**src/rtl/cntry_car_sensor.sv**
```systemverilog
`default_nettype none
// ---------------------------------------------------------------------------
// Module      : cntry_car_sensor_db
// Description : Loop-detector conditioner. Synchronizes the raw loop signal
//               with two flops, debounces the level and flags the single-cycle
//               acceptance of a new high level.
// Revision    : 1.0  initial release
// ---------------------------------------------------------------------------
module cntry_car_sensor_db #(
  parameter int DEBOUNCE = 4
) (
  input  logic clock,
  input  logic clear_n,
  input  logic raw,
  output logic rise
);

  localparam logic [1:0] LOW_STABLE  = 2'd0;
  localparam logic [1:0] LOW_CHK     = 2'd1;
  localparam logic [1:0] HIGH_STABLE = 2'd2;
  localparam logic [1:0] HIGH_CHK    = 2'd3;
  localparam logic [3:0] DC_LAST     = 4'(DEBOUNCE - 1);

  logic       meta;
  logic       s;
  logic [1:0] state;
  logic [3:0] dcnt;

  // Two-flop synchronizer for the asynchronous loop input
  always_ff @(posedge clock or negedge clear_n) begin
    if (!clear_n) begin
      meta <= 1'b0;
      s    <= 1'b0;
    end else begin
      meta <= raw;
      s    <= meta;
    end
  end

  // Debounce FSM; the accepted level db is state[1] (HIGH_* states)
  always_ff @(posedge clock or negedge clear_n) begin
    if (!clear_n) begin
      state <= LOW_STABLE;
      dcnt  <= 4'd0;
    end else begin
      case (state)
        LOW_STABLE: begin
          dcnt <= 4'd0;
          if (s) state <= LOW_CHK;
        end
        LOW_CHK: begin
          if (!s) begin
            state <= LOW_STABLE;
            dcnt  <= 4'd0;
          end else if (dcnt == DC_LAST) begin
            state <= HIGH_STABLE;
            dcnt  <= 4'd0;
          end else begin
            dcnt <= dcnt + 4'd1;
          end
        end
        HIGH_STABLE: begin
          dcnt <= 4'd0;
          if (!s) state <= HIGH_CHK;
        end
        default: begin
          if (s) begin
            state <= HIGH_STABLE;
            dcnt  <= 4'd0;
          end else if (dcnt == DC_LAST) begin
            state <= LOW_STABLE;
            dcnt  <= 4'd0;
          end else begin
            dcnt <= dcnt + 4'd1;
          end
        end
      endcase
    end
  end

  // Event fires on the same edge that accepts the new high level
  assign rise = (state == LOW_CHK) && s && (dcnt == DC_LAST);

endmodule

// ---------------------------------------------------------------------------
// Module      : cntry_car_sensor
// Description : Country-road car sensor. Counts queued cars from debounced
//               entry/exit loops, requests service via X while cars wait,
//               and keeps sticky overflow and red-runner flags.
// Revision    : 1.0  initial release
// ---------------------------------------------------------------------------
module cntry_car_sensor #(
  parameter int DEBOUNCE = 4,
  parameter int CNT_W    = 4
) (
  input  logic             clock,
  input  logic             clear_n,
  input  logic             loop_in,
  input  logic             loop_out,
  input  logic [1:0]       cntry,
  input  logic             err_clr,
  output logic             X,
  output logic [CNT_W-1:0] car_count,
  output logic             ovf,
  output logic             red_run
);

  localparam logic [CNT_W-1:0] CNT_MAX = '1;
  localparam logic [1:0]       RED     = 2'd0;

  logic             arr;
  logic             dep;
  logic [CNT_W-1:0] next_count;
  logic             ovf_set;
  logic             red_set;

  cntry_car_sensor_db #(.DEBOUNCE(DEBOUNCE)) u_db_in (
    .clock   (clock),
    .clear_n (clear_n),
    .raw     (loop_in),
    .rise    (arr)
  );

  cntry_car_sensor_db #(.DEBOUNCE(DEBOUNCE)) u_db_out (
    .clock   (clock),
    .clear_n (clear_n),
    .raw     (loop_out),
    .rise    (dep)
  );

  // Next queue count and flag-set conditions; simultaneous events cancel
  always_comb begin
    next_count = car_count;
    ovf_set    = 1'b0;
    if (arr && !dep) begin
      if (car_count == CNT_MAX) ovf_set = 1'b1;
      else                      next_count = car_count + 1'b1;
    end else if (dep && !arr) begin
      if (car_count != '0) next_count = car_count - 1'b1;
    end
    red_set = dep && (cntry == RED);
  end

  // Count, request and sticky flags; a set condition beats err_clr
  always_ff @(posedge clock or negedge clear_n) begin
    if (!clear_n) begin
      car_count <= '0;
      X         <= 1'b0;
      ovf       <= 1'b0;
      red_run   <= 1'b0;
    end else begin
      car_count <= next_count;
      X         <= (next_count != '0);
      ovf       <= ovf_set | (ovf & ~err_clr);
      red_run   <= red_set | (red_run & ~err_clr);
    end
  end

endmodule
`default_nettype wire
```
**config.mk**
```make
export PLATFORM = sky130hd
export DESIGN_NAME = cntry_car_sensor
export DESIGN_NICKNAME = d
export VERILOG_FILES = /design/src/rtl/cntry_car_sensor.sv
export SDC_FILE = /design/constraint.sdc
export NUM_CORES = 1
export LEC_CHECK = 0
export ABC_CLOCK_PERIOD_IN_PS = 3350
export CORE_MARGIN = 1.5
export CORE_UTILIZATION = 30
export CTS_CLUSTER_SIZE = 16
export DETAILED_ROUTE_END_ITERATION = 7
export PLACE_DENSITY_LB_ADDON = 0.12
export SYNTH_ARGS = -nofsm -noshare
export SYNTH_HDL_FRONTEND = slang
export SYNTH_SLANG_ARGS = --single-unit
```
**constraint.sdc**
```tcl
create_clock -name clock -period 3.35 [get_ports clock]
set_input_delay 0.67 -clock clock [delete_from_list [all_inputs] [get_ports clock]]
set_output_delay 0.67 -clock clock [all_outputs]
set_load 0.02 [all_outputs]
```
==> results of run 1 <==
-- synthesized netlist by cell type (2+ instances only) --
| cell | number | area (um2) |
|---|---|---|
| dfrtp_1 | 23 | 576 |
| inv_1 | 14 | 52.6 |
| ha_1 | 12 | 150 |
| a21oi_1 | 8 | 40.0 |
| nand2_1 | 7 | 26.3 |
| nor2_1 | 4 | 15.0 |
| nor3_1 | 4 | 20.0 |
| o21ai_0 | 4 | 20.0 |
| o2111ai_1 | 3 | 26.3 |
| o211ai_1 | 3 | 22.5 |
| a211oi_1 | 2 | 15.0 |
| and2_1 | 2 | 12.5 |
| mux2_2 | 2 | 22.5 |
| nand3_1 | 2 | 10.0 |
| nor2b_1 | 2 | 12.5 |
| o32ai_1 | 2 | 17.5 |
| or3b_1 | 2 | 17.5 |
| xor2_1 | 2 | 17.5 |
-- power by group through the flow --
stage / clock [uW] / sequential (uW) / combinational (uW)
after global routing: 198 / 407 / 440
final: 174 / 396 / 378
after CTS: 187 / 396 / 385
after global placement: 0 / 400 / 374
after detailed placement: 0 / 402 / 383
after floorplan: 0 / 403 / 270
-- cell families after synthesis --
group	share of synthesized area [%]
mux	1.74
xor+xnor	2.03
compound gates	21.6
simple gates	13.6
fa+ha+maj	11.6
flops	44.4
buf+inv	4.93
-- metal layers --
layer  global-route usage [%]  vias to the layer above
met3                     4.38                        4
met4                     4.17                        0
met5                        0                        -
li1                         -                      458
met2                     20.4                        8
met1                     16.9                      411
-- worst reg2reg max path: cells and delay by family, from the launching register on --
family                     cells  cell delay (ns)
AOI/OAI and AO/OA              4             1.00
adders and majority gates      1             0.20
DFF                            1             0.37
and+or+nand+nor                1             0.52
-- flip-flops by register name, summed over array words and instances (netlist names), named ones only --
name / cells
u_db_out.meta: 1
u_db_in.s: 1
u_db_in.meta: 1
red_run: 1
u_db_out.dcnt: 4
u_db_out.s: 1
car_count: 4
u_db_out.state: 1
u_db_in.state: 1
u_db_in.dcnt: 4
ovf: 1
X: 1
-- worst max path at each step --
| stage | endpoint | slack [ns] | cells after the start |
|---|---|---|---|
| after detailed placement | X | 1.13 | 6 |
| after global placement | X | 1.19 | 6 |
| after global routing | X | 0.99 | 6 |
| final | X | 1.14 | 6 |
| after CTS | X | 1.12 | 6 |
| after floorplan | X | 1.30 | 7 |
-- metrics by stage --
| step | utilization (%) | cells | cell area, um2 |
|---|---|---|---|
| CTS | 37.4 | 185 | 1530 |
| detailed placement | 36.3 | 181 | 1480 |
| global placement | 36.3 | 181 | 1480 |
| finish | 37.4 | 185 | 1530 |
| floorplan | - | 118 | 1290 |
| global route | 37.4 | 185 | 1530 |
-- cell type report --
class                   instances  share of cell area (%)
clock buffers                   4                    2.95
flip-flops and latches         23                    37.6
well taps                      50                    4.09
repair buffers                 14                    9.00
inverters                      14                    3.44
multi-input cells              80                    42.9
==> results_dict.tcl, run 1 <==
set metrics [dict create \
    tritoncts "built" \
    power.internal_uw 590 \
    postCtsHoldBufs 0 \
    die_h_um 68.7 \
    drt-pass1-iter-count 6 \
    top_layer "met4" \
    power.share.clock_pct 18.3 \
    wl_met2_um 1100 \
    finalMaxSlewViolations 0 \
    port_buffers 13 \
    crit_slowest_cell "or3b_1" \
    cts_max_path_buffers 2 \
    drc 0 \
    grt-ovfl-total 0 \
    leakagePower_uw 0.000638 \
    insertion_delay_ns 0.26 \
    worstReg2RegStart "u_db_in.dcnt[0]" \
    vdd_drop_max_mv 0.342 \
    swShare_pct 37.8 \
    worst-r2r-cell-count 6 \
    synth-edff-count 0 \
    ys_ff_latch 23 \
    m1WireLength_um 1290 \
    fillers 429 \
    grt_max_degree 24 \
    ff2ff_setup_slack_ns 1.14 \
    diodes 0 \
    post-cts-setup-buffers 0 \
    vias 881 \
    timing.critical_path.max_delay_family "compound AO/OA/AOI/OAI gates" \
    whs_endpoint "u_db_in.s" \
    synth_nets 137 \
    power_density_nw_per_um2 620 \
    postSynthAreaPerCell_um2 11.0 \
    status "finished, final reports clean" \
    drtIter0Drc 7 \
    netSwitchingPower_uw 358 \
    critPathKind "reg2reg" \
    crit_fanout 6 \
    final_cell_mix "dfrtp_1 (23), inv_1 (14), clkdlybuf4s50_1 (13), ha_1 (12), a21oi_1 (8)" \
    pre_cts_slack_ns 1.13 \
    antenna_found_initial 0 \
    max_slew_margin_pct 75.6 \
    grt_pass1_wl_um 4500 \
    setup_tns_ns 0 \
    seqPwrFrac_pct 41.8 \
    pwr-share-comb_pct 39.9 \
    fin_nets 155 \
    dieArea_um2 4720 \
    min_path_cells 0 \
    gp_congestion 0.775 \
    wl_met3_um 67 \
    startpoint "u_db_in.dcnt[0]" \
    timing.fmax_mhz 452 \
    multi_input_area_um2 656 \
    die_x_um 68.7 \
    hold_viol_final 0 \
    hpwl_um 1880 \
    grt_pass1_vias 950 \
    setup_viol 0 \
    ctsResizeCount 0 \
    synth_area_um2 1290 \
    area_delta_synth_final_pct 18.1 \
    min_period_ns 2.21 \
    crit_required_ns 3.50 \
    fin_crit_sh_pct 66.0 \
    drive_above_1_share_pct 11.1 \
    ios 14 \
    grtUsageTotal_pct 13.0 \
    skew_ns 0.00473 \
    wl_per_cell_um 13.5 \
    crit_path_max_incr_delay_ns 0.52 \
    hp-class "reg2reg" \
    clk_pin_slew_worst_paths_ns 0.08 \
    netlist_instances 118 \
    cts_buffers 3 \
    layout_commonest_cell "dfrtp_1" \
    startpoint_type "flop" \
    cap_violations 0 \
    tightest_slew_ns 0.366 \
    start_util_pct 31.7 \
    async_flop_share_pct 100 \
    htreeDepth 1 \
    worstHoldStart "u_db_in.meta" \
    path_buf_inv 0 \
    num_rows 23 \
    avgViaCountPerCell 4.76 \
    crit_chain "ha_1 -> or3b_1 -> a311oi_4 -> a221oi_2 -> o21bai_1 -> a2111o_1" \
    rsz0062_at_grt "false" \
    totalPowerFinal_uw 948 \
    core-area_um2 4090 \
    whs_ns 0.351 \
    cp-end-kind "flop" \
    yosys_warnings 0 \
    ys_types 38 \
    antenna_left 0 \
    seqCellArea_um2 576 \
    synth_flop_cell "dfrtp_1" \
    synth_seq_area_share_pct 44.4 \
    fin_ws_ns 1.14 \
    root_buffer "clkbuf_8" \
    clock-sinks 23 \
    drt_wl_total_um 2490 \
    r2r_end "X" \
    critical_path_arrival_ns 2.36 \
]
No activity file was read; power rests on OpenSTA's default activity.
==> run 2: changes to the inputs <==
Settings changed: ABC_CLOCK_PERIOD_IN_PS 3350 to 2250.
Clock period 3.35 ns to 2.25 ns, I/O delays scaled along.
==> results_dict.tcl, run 2 (synthesized netlist as in run 1, its figures left out) <==
set metrics [dict create \
    antenna_left 0 \
    hpwl_um 1990 \
    critPathKind "reg2reg" \
    power_density_nw_per_um2 917 \
    min_path_cells 0 \
    dieArea_um2 4720 \
    ios 14 \
    whs_endpoint "u_db_in.s" \
    insertion_delay_ns 0.27 \
    r2r_end "X" \
    diodes 0 \
    area_delta_synth_final_pct 21.8 \
    cts_max_path_buffers 2 \
    skew_ns 0.00745 \
    start_util_pct 31.7 \
    worst-r2r-cell-count 6 \
    layout_commonest_cell "dfrtp_1" \
    clk_pin_slew_worst_paths_ns 0.09 \
    timing.fmax_mhz 479 \
    drt-pass1-iter-count 3 \
    htreeDepth 1 \
    vdd_drop_max_mv 0.375 \
    crit_slowest_cell "or3b_4" \
    grtUsageTotal_pct 13.2 \
    clock-sinks 23 \
    grt_max_degree 24 \
    crit_chain "ha_1 -> or3b_4 -> o2111ai_1 -> o211ai_1 -> o221a_2 -> a2111o_1" \
    crit_required_ns 2.41 \
    die_x_um 68.7 \
    crit_path_max_incr_delay_ns 0.45 \
    worstReg2RegStart "u_db_in.dcnt[0]" \
    startpoint_type "flop" \
    totalPowerFinal_uw 1450 \
    gp_congestion 0.770 \
    grt_pass1_vias 1012 \
    core-area_um2 4090 \
    avgViaCountPerCell 4.82 \
    setup_tns_ns 0 \
    dp.cells 187 \
    final_util_pct 38.6 \
    status "finished, final reports clean" \
    drtIter0Drc 44 \
    root_buffer "clkbuf_8" \
    setup_viol 0 \
    leakagePower_uw 0.000675 \
    hold_viol_final 0 \
    final-instance-count-excl-fill 191 \
    grt_pass1_wl_um 4630 \
    tritoncts "built" \
    antenna_found_initial 0 \
    fin_crit_sh_pct 92.9 \
    wl_per_cell_um 13.7 \
    drive_above_1_share_pct 16.3 \
    fin_nets 161 \
    tightest_slew_ns 0.320 \
    port_buffers 13 \
    min_period_ns 2.09 \
    cts_buffers 3 \
    fillers 417 \
    drt_wl_total_um 2620 \
    drc 0 \
    hp-class "reg2reg" \
    final_cell_mix "dfrtp_1 (23), inv_1 (14), clkdlybuf4s50_1 (13), ha_1 (12), a21oi_1 (8)" \
    grt-ovfl-total 0 \
    ff2ff_setup_slack_ns 0.16 \
    top_regs "car_count: 4 flops, u_db_in.dcnt: 4 flops, u_db_out.dcnt: 4 flops" \
    critical_path_arrival_ns 2.24 \
    rsz0062_at_grt "false" \
    cap_violations 0 \
    worstHoldStart "u_db_in.meta" \
    crit_fanout 6 \
    multi_input_area_um2 658 \
    seqCellArea_um2 576 \
    cp-end-kind "flop" \
    num_rows 23 \
    vias 920 \
    die_h_um 68.7 \
    max_slew_margin_pct 78.7 \
    finalMaxSlewViolations 0 \
]
-- run 2: cell count changes in the layout (fill, tap and decap cells not counted) --
cell      change
buf_4         +6
or3b_1        -1
clkbuf_1      -1
or3b_4        +1
clkinv_2      +1
-- run 2: repair_timing --
item                                    4_1_cts  5_1_grt
hold buffers                                  0        0
setup buffers                                 0        0
endpoints found under the setup margin        0        1
resized for setup                             0        1
-- run 2: layer usage --
layer | global-route usage [%] | wire length (um)
met1 | 16.4 | 1280
met2 | 23.1 | 1270
met3 | 2.44 | 49
met4 | 4.41 | 19
met5 | 0 | 0
-- run 2: critical path, delay by kind of cell, from the launching register on --
kind                     cells  cell delay [ns]
AO/OA/AOI/OAI                4             0.94
flip-flops                   1             0.38
AND/OR/NAND/NOR              1             0.45
adder cells (fa/ha/maj)      1             0.21
-- run 2: how the worst max path moves through the flow --
stage / cells after the start / slack [ns] / to / start
2_1_floorplan: 7 / 0.20 / X / car_count[1]
3_5_place_dp: 6 / 0.08 / X / u_db_in.dcnt[0]
3_3_place_gp: 6 / 0.17 / X / u_db_in.dcnt[0]
5_1_grt: 6 / 0.03 / X / u_db_in.dcnt[0]
4_1_cts: 6 / 0.08 / X / u_db_in.dcnt[0]
6_report: 6 / 0.16 / X / u_db_in.dcnt[0]
-- run 2: final cells by class --
cell class | count | area share, %
Timing Repair Buffer | 20 | 11.6
Tap cell | 50 | 3.97
Multi-Input combinational cell | 80 | 41.7
Clock buffer | 3 | 2.62
Clock inverter | 1 | 0.317
Sequential cell | 23 | 36.5
Inverter | 14 | 3.33
-- run 2: power breakdown --
part           switching (uW)  internal [uW]  leakage (uW)
Combinational             334            275      0.000348
Clock                     138            124     0.0000255
Sequential               78.0            498      0.000302
-- run 2: metrics by stage --
| step | area (um2) | hold WS, ns | setup WS (ns) |
|---|---|---|---|
| global route | 1580 | 0.365 | 0.0315 |
| finish | 1580 | 0.352 | 0.161 |
| CTS | 1580 | 0.357 | 0.0758 |
| detailed placement | 1530 | 0.336 | 0.0832 |
| global placement | 1530 | 0.333 | 0.168 |
| floorplan | 1290 | 0.154 | 0.196 |
